$ cat config.mk
export PLATFORM = sky130hd
export DESIGN_NAME = smart_home_ctrl_flat
export DESIGN_NICKNAME = d
export VERILOG_FILES = /design/src/rtl/smart_home_pkg.sv /design/src/rtl/smart_home_if.sv /design/src/rtl/smart_home_pw_lock.sv /design/src/rtl/smart_home_ctrl.sv /design/src/flat_wrapper.sv
export SDC_FILE = /design/constraint.sdc
export NUM_CORES = 1
export LEC_CHECK = 0
export ABC_AREA = 1
export CORE_MARGIN = 4
export CORE_UTILIZATION = 43
export DETAILED_ROUTE_END_ITERATION = 7
export PLACE_DENSITY = 0.87
export SYNTH_ARGS = -nofsm -noshare
export SYNTH_HDL_FRONTEND = slang
export SYNTH_HIERARCHICAL = 1
export SYNTH_SLANG_ARGS = --single-unit
$ cat constraint.sdc
create_clock -name clk -period 3 [get_ports clk]
set_input_delay 0.9 -clock clk [delete_from_list [all_inputs] [get_ports clk]]
set_output_delay 0.9 -clock clk [all_outputs]
set_load 0.02 [all_outputs]
$ cat src/rtl/smart_home_pkg.sv
// rtl/smart_home_pkg.sv - shared types, sizes and fan thresholds for the smart_home controller
package smart_home_pkg;

    localparam int NUM_ZONES     = 8;
    localparam int NUM_DOORS     = 3;
    localparam int CLIMATE_ZONES = 3;

    typedef logic [16:0] pw_t;
    typedef logic [6:0]  temp_t;
    typedef logic [2:0]  lux_t;

    localparam temp_t FAN_T1 = 7'd24;
    localparam temp_t FAN_T2 = 7'd29;
    localparam temp_t FAN_T3 = 7'd34;

    function automatic logic [1:0] fan_level(input temp_t t);
        if (t <= FAN_T1) begin
            return 2'd0;
        end else if (t <= FAN_T2) begin
            return 2'd1;
        end else if (t <= FAN_T3) begin
            return 2'd2;
        end
        return 2'd3;
    endfunction

endpackage

$ cat src/rtl/smart_home_if.sv
// rtl/smart_home_if.sv - sensor/button inputs and actuator/alarm outputs of the smart_home controller
interface smart_home_if;
    import smart_home_pkg::*;

    logic [NUM_ZONES-1:0]      smokeDetector;
    logic [NUM_ZONES-1:0]      doorState;
    logic [NUM_ZONES-1:0]      windowState;
    logic [NUM_ZONES-1:0]      humanDetector;
    logic [NUM_ZONES-1:0]      motionSensor;
    logic [NUM_ZONES-1:0]      lock_button;
    logic [NUM_DOORS-1:0]      doorEnable;
    logic [NUM_DOORS-1:0]      rs_buttonState;
    logic [NUM_DOORS-1:0]      e_buttonState;
    pw_t  [NUM_DOORS-1:0]      in_password;
    pw_t  [NUM_DOORS-1:0]      change_password;
    temp_t [CLIMATE_ZONES-1:0] temperature;
    lux_t  [CLIMATE_ZONES-1:0] luminosity;
    logic                      stove_state;
    logic                      garageState;
    pw_t                       garage_in_password;
    pw_t                       garage_change_password;
    logic                      garage_rs_button;
    logic                      garage_e_button;
    logic                      garage_lock_button;

    logic [NUM_ZONES-1:0]      burglar_alarm_enable;
    logic                      unlock;
    logic                      fire_alarm;
    logic                      chimney;
    logic                      garage_alarm;
    logic                      garageLocked;
    logic [NUM_ZONES-1:0]      light;
    logic [NUM_ZONES-1:0]      heater;
    logic [NUM_ZONES-1:0]      airConditioner;
    logic [NUM_ZONES-1:0][1:0] fan_speed;

    modport master (
        output smokeDetector, doorState, windowState, humanDetector, motionSensor,
               lock_button, doorEnable, rs_buttonState, e_buttonState, in_password,
               change_password, temperature, luminosity, stove_state, garageState,
               garage_in_password, garage_change_password, garage_rs_button,
               garage_e_button, garage_lock_button,
        input  burglar_alarm_enable, unlock, fire_alarm, chimney, garage_alarm,
               garageLocked, light, heater, airConditioner, fan_speed
    );

    modport slave (
        input  smokeDetector, doorState, windowState, humanDetector, motionSensor,
               lock_button, doorEnable, rs_buttonState, e_buttonState, in_password,
               change_password, temperature, luminosity, stove_state, garageState,
               garage_in_password, garage_change_password, garage_rs_button,
               garage_e_button, garage_lock_button,
        output burglar_alarm_enable, unlock, fire_alarm, chimney, garage_alarm,
               garageLocked, light, heater, airConditioner, fan_speed
    );

endinterface

$ cat src/rtl/smart_home_pw_lock.sv
// rtl/smart_home_pw_lock.sv - password lock: stored password, button edge detect, locked flag, change logic
module pw_lock
    import smart_home_pkg::*;
#(
    parameter pw_t DEFAULT_PW = 17'd45675
) (
    input  logic clk,
    input  logic rst,
    input  logic enable,
    input  pw_t  in_password,
    input  pw_t  change_password,
    input  logic rs_button,
    input  logic e_button,
    input  logic lock_button,
    output logic locked,
    output logic unlock_event
);

    pw_t  stored;
    logic e_q;
    logic lock_q;
    logic e_rise;
    logic lock_rise;
    logic match;

    always_comb begin
        e_rise       = e_button & ~e_q;
        lock_rise    = lock_button & ~lock_q;
        match        = (in_password == stored);
        unlock_event = e_rise & ~rs_button & enable & match;
    end

    // Edge registers load the live button during reset so a held button never looks like a press.
    always_ff @(posedge clk) begin
        if (rst) begin
            stored <= DEFAULT_PW;
            locked <= 1'b1;
            e_q    <= e_button;
            lock_q <= lock_button;
        end else begin
            e_q    <= e_button;
            lock_q <= lock_button;
            if (e_rise && rs_button && match) begin
                stored <= change_password;
            end
            if (lock_rise) begin
                locked <= 1'b1;
            end else if (unlock_event) begin
                locked <= 1'b0;
            end
        end
    end

endmodule

$ cat src/rtl/smart_home_ctrl.sv
// rtl/smart_home_ctrl.sv - whole-house controller top; SMART_HOME_GARAGE_EN builds the garage password lock
module smart_home_ctrl
    import smart_home_pkg::*;
#(
    parameter pw_t   DEFAULT_PW = 17'd45675,
    parameter temp_t HEAT_BELOW = 7'd18,
    parameter temp_t COOL_ABOVE = 7'd26,
    parameter lux_t  DARK_BELOW = 3'd3
) (
    input  logic        clk,
    input  logic        rst,
    smart_home_if.slave io
);

    logic [NUM_DOORS-1:0]      door_locked;
    logic [NUM_DOORS-1:0]      door_unlock_evt;
    logic [NUM_ZONES-1:0]      lock_q;
    logic [NUM_ZONES-1:0]      lock_rise;
    logic [NUM_ZONES-1:0]      armed;
    logic [NUM_ZONES-1:0]      light_d;
    logic [NUM_ZONES-1:0]      heater_d;
    logic [NUM_ZONES-1:0]      cool_d;
    logic [NUM_ZONES-1:0][1:0] fan_d;
    logic                      garage_locked;
    logic                      garage_alarm_d;

    generate
        for (genvar d = 0; d < NUM_DOORS; d++) begin : g_door
            pw_lock #(.DEFAULT_PW(DEFAULT_PW)) u_lock (
                .clk             (clk),
                .rst             (rst),
                .enable          (io.doorEnable[d]),
                .in_password     (io.in_password[d]),
                .change_password (io.change_password[d]),
                .rs_button       (io.rs_buttonState[d]),
                .e_button        (io.e_buttonState[d]),
                .lock_button     (io.lock_button[d]),
                .locked          (door_locked[d]),
                .unlock_event    (door_unlock_evt[d])
            );
        end
    endgenerate

`ifdef SMART_HOME_GARAGE_EN
    logic garage_unlock_evt;

    pw_lock #(.DEFAULT_PW(DEFAULT_PW)) u_garage_lock (
        .clk             (clk),
        .rst             (rst),
        .enable          (1'b1),
        .in_password     (io.garage_in_password),
        .change_password (io.garage_change_password),
        .rs_button       (io.garage_rs_button),
        .e_button        (io.garage_e_button),
        .lock_button     (io.garage_lock_button),
        .locked          (garage_locked),
        .unlock_event    (garage_unlock_evt)
    );

    assign garage_alarm_d = garage_locked & io.garageState;
`else
    // Without a garage lock the garage counts as permanently locked, so any opening alarms.
    assign garage_locked  = 1'b1;
    assign garage_alarm_d = io.garageState;
`endif

    assign io.garageLocked = garage_locked;
    assign lock_rise       = io.lock_button & ~lock_q;

    always_comb begin
        light_d  = io.motionSensor;
        heater_d = '0;
        cool_d   = '0;
        fan_d    = '0;
        for (int i = 0; i < CLIMATE_ZONES; i++) begin
            light_d[i] = io.motionSensor[i] & (io.luminosity[i] < DARK_BELOW);
            if (io.humanDetector[i]) begin
                heater_d[i] = (io.temperature[i] < HEAT_BELOW);
                cool_d[i]   = (io.temperature[i] > COOL_ABOVE);
                fan_d[i]    = fan_level(io.temperature[i]);
            end
        end
    end

    // A fresh arm press wins over a simultaneous disarm by unlock.
    always_ff @(posedge clk) begin
        if (rst) begin
            lock_q                  <= io.lock_button;
            armed                   <= '0;
            io.burglar_alarm_enable <= '0;
            io.unlock               <= 1'b0;
            io.fire_alarm           <= 1'b0;
            io.chimney              <= 1'b0;
            io.garage_alarm         <= 1'b0;
            io.light                <= '0;
            io.heater               <= '0;
            io.airConditioner       <= '0;
            io.fan_speed            <= '0;
        end else begin
            lock_q                  <= io.lock_button;
            armed                   <= (armed & ~{NUM_ZONES{|door_unlock_evt}}) | lock_rise;
            io.burglar_alarm_enable <= armed & (io.doorState | io.windowState | io.humanDetector);
            io.unlock               <= |(~door_locked);
            io.fire_alarm           <= |io.smokeDetector;
            io.chimney              <= io.stove_state | (|io.smokeDetector);
            io.garage_alarm         <= garage_alarm_d;
            io.light                <= light_d;
            io.heater               <= heater_d;
            io.airConditioner       <= cool_d;
            io.fan_speed            <= fan_d;
        end
    end

endmodule

$ cat src/flat_wrapper.sv
// flat-port wrapper written by rule: the top's interface ports become plain ports
module smart_home_ctrl_flat import smart_home_pkg::*;
#(
    parameter pw_t   DEFAULT_PW = 17'd45675,
    parameter temp_t HEAT_BELOW = 7'd18,
    parameter temp_t COOL_ABOVE = 7'd26,
    parameter lux_t  DARK_BELOW = 3'd3
)
  (clk, rst, io_smokeDetector, io_doorState, io_windowState, io_humanDetector, io_motionSensor, io_lock_button, io_doorEnable, io_rs_buttonState, io_e_buttonState, io_in_password, io_change_password, io_temperature, io_luminosity, io_stove_state, io_garageState, io_garage_in_password, io_garage_change_password, io_garage_rs_button, io_garage_e_button, io_garage_lock_button, io_burglar_alarm_enable, io_unlock, io_fire_alarm, io_chimney, io_garage_alarm, io_garageLocked, io_light, io_heater, io_airConditioner, io_fan_speed);
  smart_home_if io_i ();
  input  logic clk;
  input  logic rst;
  input wire logic [$bits(io_i.smokeDetector)-1:0] io_smokeDetector;
  input wire logic [$bits(io_i.doorState)-1:0] io_doorState;
  input wire logic [$bits(io_i.windowState)-1:0] io_windowState;
  input wire logic [$bits(io_i.humanDetector)-1:0] io_humanDetector;
  input wire logic [$bits(io_i.motionSensor)-1:0] io_motionSensor;
  input wire logic [$bits(io_i.lock_button)-1:0] io_lock_button;
  input wire logic [$bits(io_i.doorEnable)-1:0] io_doorEnable;
  input wire logic [$bits(io_i.rs_buttonState)-1:0] io_rs_buttonState;
  input wire logic [$bits(io_i.e_buttonState)-1:0] io_e_buttonState;
  input wire logic [$bits(io_i.in_password)-1:0] io_in_password;
  input wire logic [$bits(io_i.change_password)-1:0] io_change_password;
  input wire logic [$bits(io_i.temperature)-1:0] io_temperature;
  input wire logic [$bits(io_i.luminosity)-1:0] io_luminosity;
  input wire logic [$bits(io_i.stove_state)-1:0] io_stove_state;
  input wire logic [$bits(io_i.garageState)-1:0] io_garageState;
  input wire logic [$bits(io_i.garage_in_password)-1:0] io_garage_in_password;
  input wire logic [$bits(io_i.garage_change_password)-1:0] io_garage_change_password;
  input wire logic [$bits(io_i.garage_rs_button)-1:0] io_garage_rs_button;
  input wire logic [$bits(io_i.garage_e_button)-1:0] io_garage_e_button;
  input wire logic [$bits(io_i.garage_lock_button)-1:0] io_garage_lock_button;
  output wire logic [$bits(io_i.burglar_alarm_enable)-1:0] io_burglar_alarm_enable;
  output wire logic [$bits(io_i.unlock)-1:0] io_unlock;
  output wire logic [$bits(io_i.fire_alarm)-1:0] io_fire_alarm;
  output wire logic [$bits(io_i.chimney)-1:0] io_chimney;
  output wire logic [$bits(io_i.garage_alarm)-1:0] io_garage_alarm;
  output wire logic [$bits(io_i.garageLocked)-1:0] io_garageLocked;
  output wire logic [$bits(io_i.light)-1:0] io_light;
  output wire logic [$bits(io_i.heater)-1:0] io_heater;
  output wire logic [$bits(io_i.airConditioner)-1:0] io_airConditioner;
  output wire logic [$bits(io_i.fan_speed)-1:0] io_fan_speed;
  assign io_i.smokeDetector = io_smokeDetector;
  assign io_i.doorState = io_doorState;
  assign io_i.windowState = io_windowState;
  assign io_i.humanDetector = io_humanDetector;
  assign io_i.motionSensor = io_motionSensor;
  assign io_i.lock_button = io_lock_button;
  assign io_i.doorEnable = io_doorEnable;
  assign io_i.rs_buttonState = io_rs_buttonState;
  assign io_i.e_buttonState = io_e_buttonState;
  assign io_i.in_password = io_in_password;
  assign io_i.change_password = io_change_password;
  assign io_i.temperature = io_temperature;
  assign io_i.luminosity = io_luminosity;
  assign io_i.stove_state = io_stove_state;
  assign io_i.garageState = io_garageState;
  assign io_i.garage_in_password = io_garage_in_password;
  assign io_i.garage_change_password = io_garage_change_password;
  assign io_i.garage_rs_button = io_garage_rs_button;
  assign io_i.garage_e_button = io_garage_e_button;
  assign io_i.garage_lock_button = io_garage_lock_button;
  assign io_burglar_alarm_enable = io_i.burglar_alarm_enable;
  assign io_unlock = io_i.unlock;
  assign io_fire_alarm = io_i.fire_alarm;
  assign io_chimney = io_i.chimney;
  assign io_garage_alarm = io_i.garage_alarm;
  assign io_garageLocked = io_i.garageLocked;
  assign io_light = io_i.light;
  assign io_heater = io_i.heater;
  assign io_airConditioner = io_i.airConditioner;
  assign io_fan_speed = io_i.fan_speed;
  smart_home_ctrl #(.DEFAULT_PW(DEFAULT_PW), .HEAT_BELOW(HEAT_BELOW), .COOL_ABOVE(COOL_ABOVE), .DARK_BELOW(DARK_BELOW)) u_core (.clk(clk), .rst(rst), .io(io_i));
endmodule
==> flow_summary.ini <==
[hold_path]
hold_class = reg -> reg
min_to = u_core/armed[7]$_SDFF_PP0_
hp-start = u_core/lock_q[7]$_DFF_P_
whs_path_depth = 1

[critical_path]
cpMaxStageDelayCell = clkdlybuf4s50_1
cpMostUsedCell = nand2_1
critPathKind = in -> reg
endpoint_kind = flop
r2r-end = u_core/armed[7]$_SDFF_PP0_
slowest_delay_ns = 0.48
rr_worst_depth = 11
start_kind = primary input
crit_buf_inv = 3
reg2reg_slack_ns = 1.20
arrival_ns = 2.68
critPathRequiredTime_ns = 3.21
cp_max_fo = 8
critPathTopFamily = simple AND/OR/NAND/NOR gates
worstSetupStartpoint = io_in_password[42]
cp_cell_sequence = clkdlybuf4s50_1, inv_1, nand2_1, nand2_1, nor2_1, nand4_1, nor2_4, nand3b_1, inv_1, nor2_1, nand2_1, o32ai_1
r2r_start = u_core/g_door[2].u_lock/stored[8]$_SDFFE_PP0P_

[drt]
dr.pass1.iters = 4
via_per_inst = 4.64
drt_drc_violations_left = 0
totalWireLength_um = 14200
drtAntennaViolNets = 0
drt-initial-drc-count = 276
wl_per_cell_um = 12.6
num_vias = 5236

[clock_tree]
cts-htree-levels = 3
cts_tree = yes
cts_sinks = 108
postCtsSetupBuffers = 0
clockRootBuffer = clkbuf_16
cts.clk_slew.worst_paths_ns = 0.07
clockBufferDepth = 2
cts_made_buffers = 9
post_cts_resized = 0
postCtsHoldBufs = 0
clk_latency_ns = 0.34

[timing]
min_period_over_period_pct = 82.2
period_minus_slack_ns = 2.47
fmax_ghz = 0.405
skew_ns = 0.0105
tightest_slew_ns = 0.518
slew_viol_final = 0
setup_tns_ns = 0
slew_headroom_pct = 65.3
setup_viol = 0
grt_setup_unrepaired = no
finalHoldViolations = 0

[yosys]
syn_avg_cell_area_um2 = 6.93
yosys_register_bits = 108
synth_area_um2 = 5210
ys_seq_area_share_pct = 41.5
yosys_warnings = 6
synth.largest_area_cell = dfxtp_1
netlist_top_cells_count = 219 x nand2_1, 115 x inv_1, 108 x dfxtp_1
synth_cell_type_count = 26
synth_top_area_share_pct = 41.5
synth_flop_cell = dfxtp_1
synth_area_leaders = dfxtp_1 41%, nand2_1 16%, inv_1 8.3%
yosysMostFrequentCell = nand2_1
synth_edf_count = 0
syn_inst = 752
async_flop_share_pct = 0

[power]
p_switching_mw = 0.840
clockPowerShare_pct = 37.6
p_int_mw = 2.39
pwr-share-seq_pct = 45.9
p_sw_share_pct = 26.0
power_density_nw_per_um2 = 412
ir_worst_vdd_mv = 0.360
leakage_nw = 3.87
combPwrFrac_pct = 16.5

[global_route]
grt_max_degree = 26
grt_pass1_vias = 5006
antenna_found_initial = 0
grt-ovfl-total = 0
grtUsageTotal_pct = 19.7
grt_first_pass_wirelength_um = 23000

[placement]
gp_congestion = 0.849
dpl_cell_area_um2 = 7530
portBuffers = 224
dp_hpwl_um = 11300

[final_layout]
n_antenna_cell = 0
fill_cells = 987
syn2layout_area_growth_pct = 50.4
fin_area_um2 = 7840
final_nets = 1210
drive_gt1_share_pct = 5.48

[run_status]
outcome = completed

[floorplanning]
rows = 39
die_y_um = 118
start_util_pct = 44.7
die_area_um2 = 13900
fp.coreArea_um2 = 11700
pin_count = 283
die_x_um = 118

[run]
max_cap_violations = 0
[state kept, by name, indices dropped and copies added, names as in the netlist, 6 cells and up]
signal	count
u_core/g_door.u_lock/stored	51
u_core/lock_q	8
u_core/armed	8
u_core/io.fan_speed	6
u_core/io.light	8
u_core/io.burglar_alarm_enable	8
[worst max-delay path by stage]
stage / end / slack [ns] / cells after the start
CTS: u_core/armed[7]$_SDFF_PP0_ / 0.54 / 14
floorplan: u_core/armed[7]$_SDFF_PP0_ / 0.91 / 13
global route: u_core/armed[7]$_SDFF_PP0_ / 0.33 / 12
global placement: u_core/armed[7]$_SDFF_PP0_ / 0.21 / 14
finish: u_core/armed[7]$_SDFF_PP0_ / 0.53 / 12
detailed placement: u_core/armed[7]$_SDFF_PP0_ / 0.19 / 14
[cell type report]
type | count | area (um^2) | area share [%]
multi-input combinational | 502 | 2400 | 30.6
timing repair buffer | 234 | 2320 | 29.6
sequential | 108 | 2160 | 27.6
inverter | 125 | 469 | 5.99
clock buffer | 9 | 225 | 2.87
tap | 143 | 179 | 2.28
clock inverter | 7 | 86.3 | 1.10
[placed cells by master, fill, tap and decap left out, types with 12 or more instances in the layout]
| cell | n |
|---|---|
| clkdlybuf4s50_1 | 224 |
| nand2_1 | 219 |
| inv_1 | 115 |
| dfxtp_1 | 108 |
| nor2_1 | 89 |
| nand3_1 | 37 |
| nand4_1 | 36 |
| conb_1 | 21 |
| xnor2_1 | 21 |
| nor3_1 | 15 |
| a21oi_1 | 12 |
[metal layers]
layer  GRT usage (%)  vias to the layer above  routed length (um)
met4            5.79                        0                 217
li1                -                     2746                   -
met3            6.01                       18                1230
met5               0                        -                   0
met2            36.6                      175                7250
met1            21.4                     2297                5550
[power groups by stage]
| stage | clock [mW] | combinational [mW] | sequential (mW) |
|---|---|---|---|
| after global routing | 1.30 | 0.578 | 1.48 |
| after floorplan | 0 | 0.180 | 1.54 |
| after detailed placement | 0 | 0.531 | 1.52 |
| after global placement | 0 | 0.523 | 1.51 |
| final | 1.21 | 0.533 | 1.48 |
| after CTS | 1.25 | 0.535 | 1.48 |
[through the flow]
| stage | instances | setup slack, ns | total power, mW | hold slack, ns | utilization [%] |
|---|---|---|---|---|---|
| floorplan | 771 | 0.912 | 1.72 | 0.411 | - |
| global placement | 1112 | 0.208 | 2.04 | 0.413 | 64.5 |
| detailed placement | 1112 | 0.192 | 2.05 | 0.421 | 64.5 |
| CTS | 1128 | 0.540 | 3.26 | 0.432 | 67.2 |
| global route | 1128 | 0.331 | 3.36 | 0.448 | 67.2 |
| finish | 1128 | 0.533 | 3.23 | 0.434 | 67.2 |
[cells by family (layout without fill, tap and decap cells)]
family	count (synthesis)	count (layout)	synth area share [%]
compound gates	30	30	3.58
xor+xnor	24	24	4.03
buf+inv	161	375	13.9
flops	108	108	41.5
other cells	2	21	0.144
simple gates	427	427	36.9
Note: power is estimated with default switching activity, not from simulation.
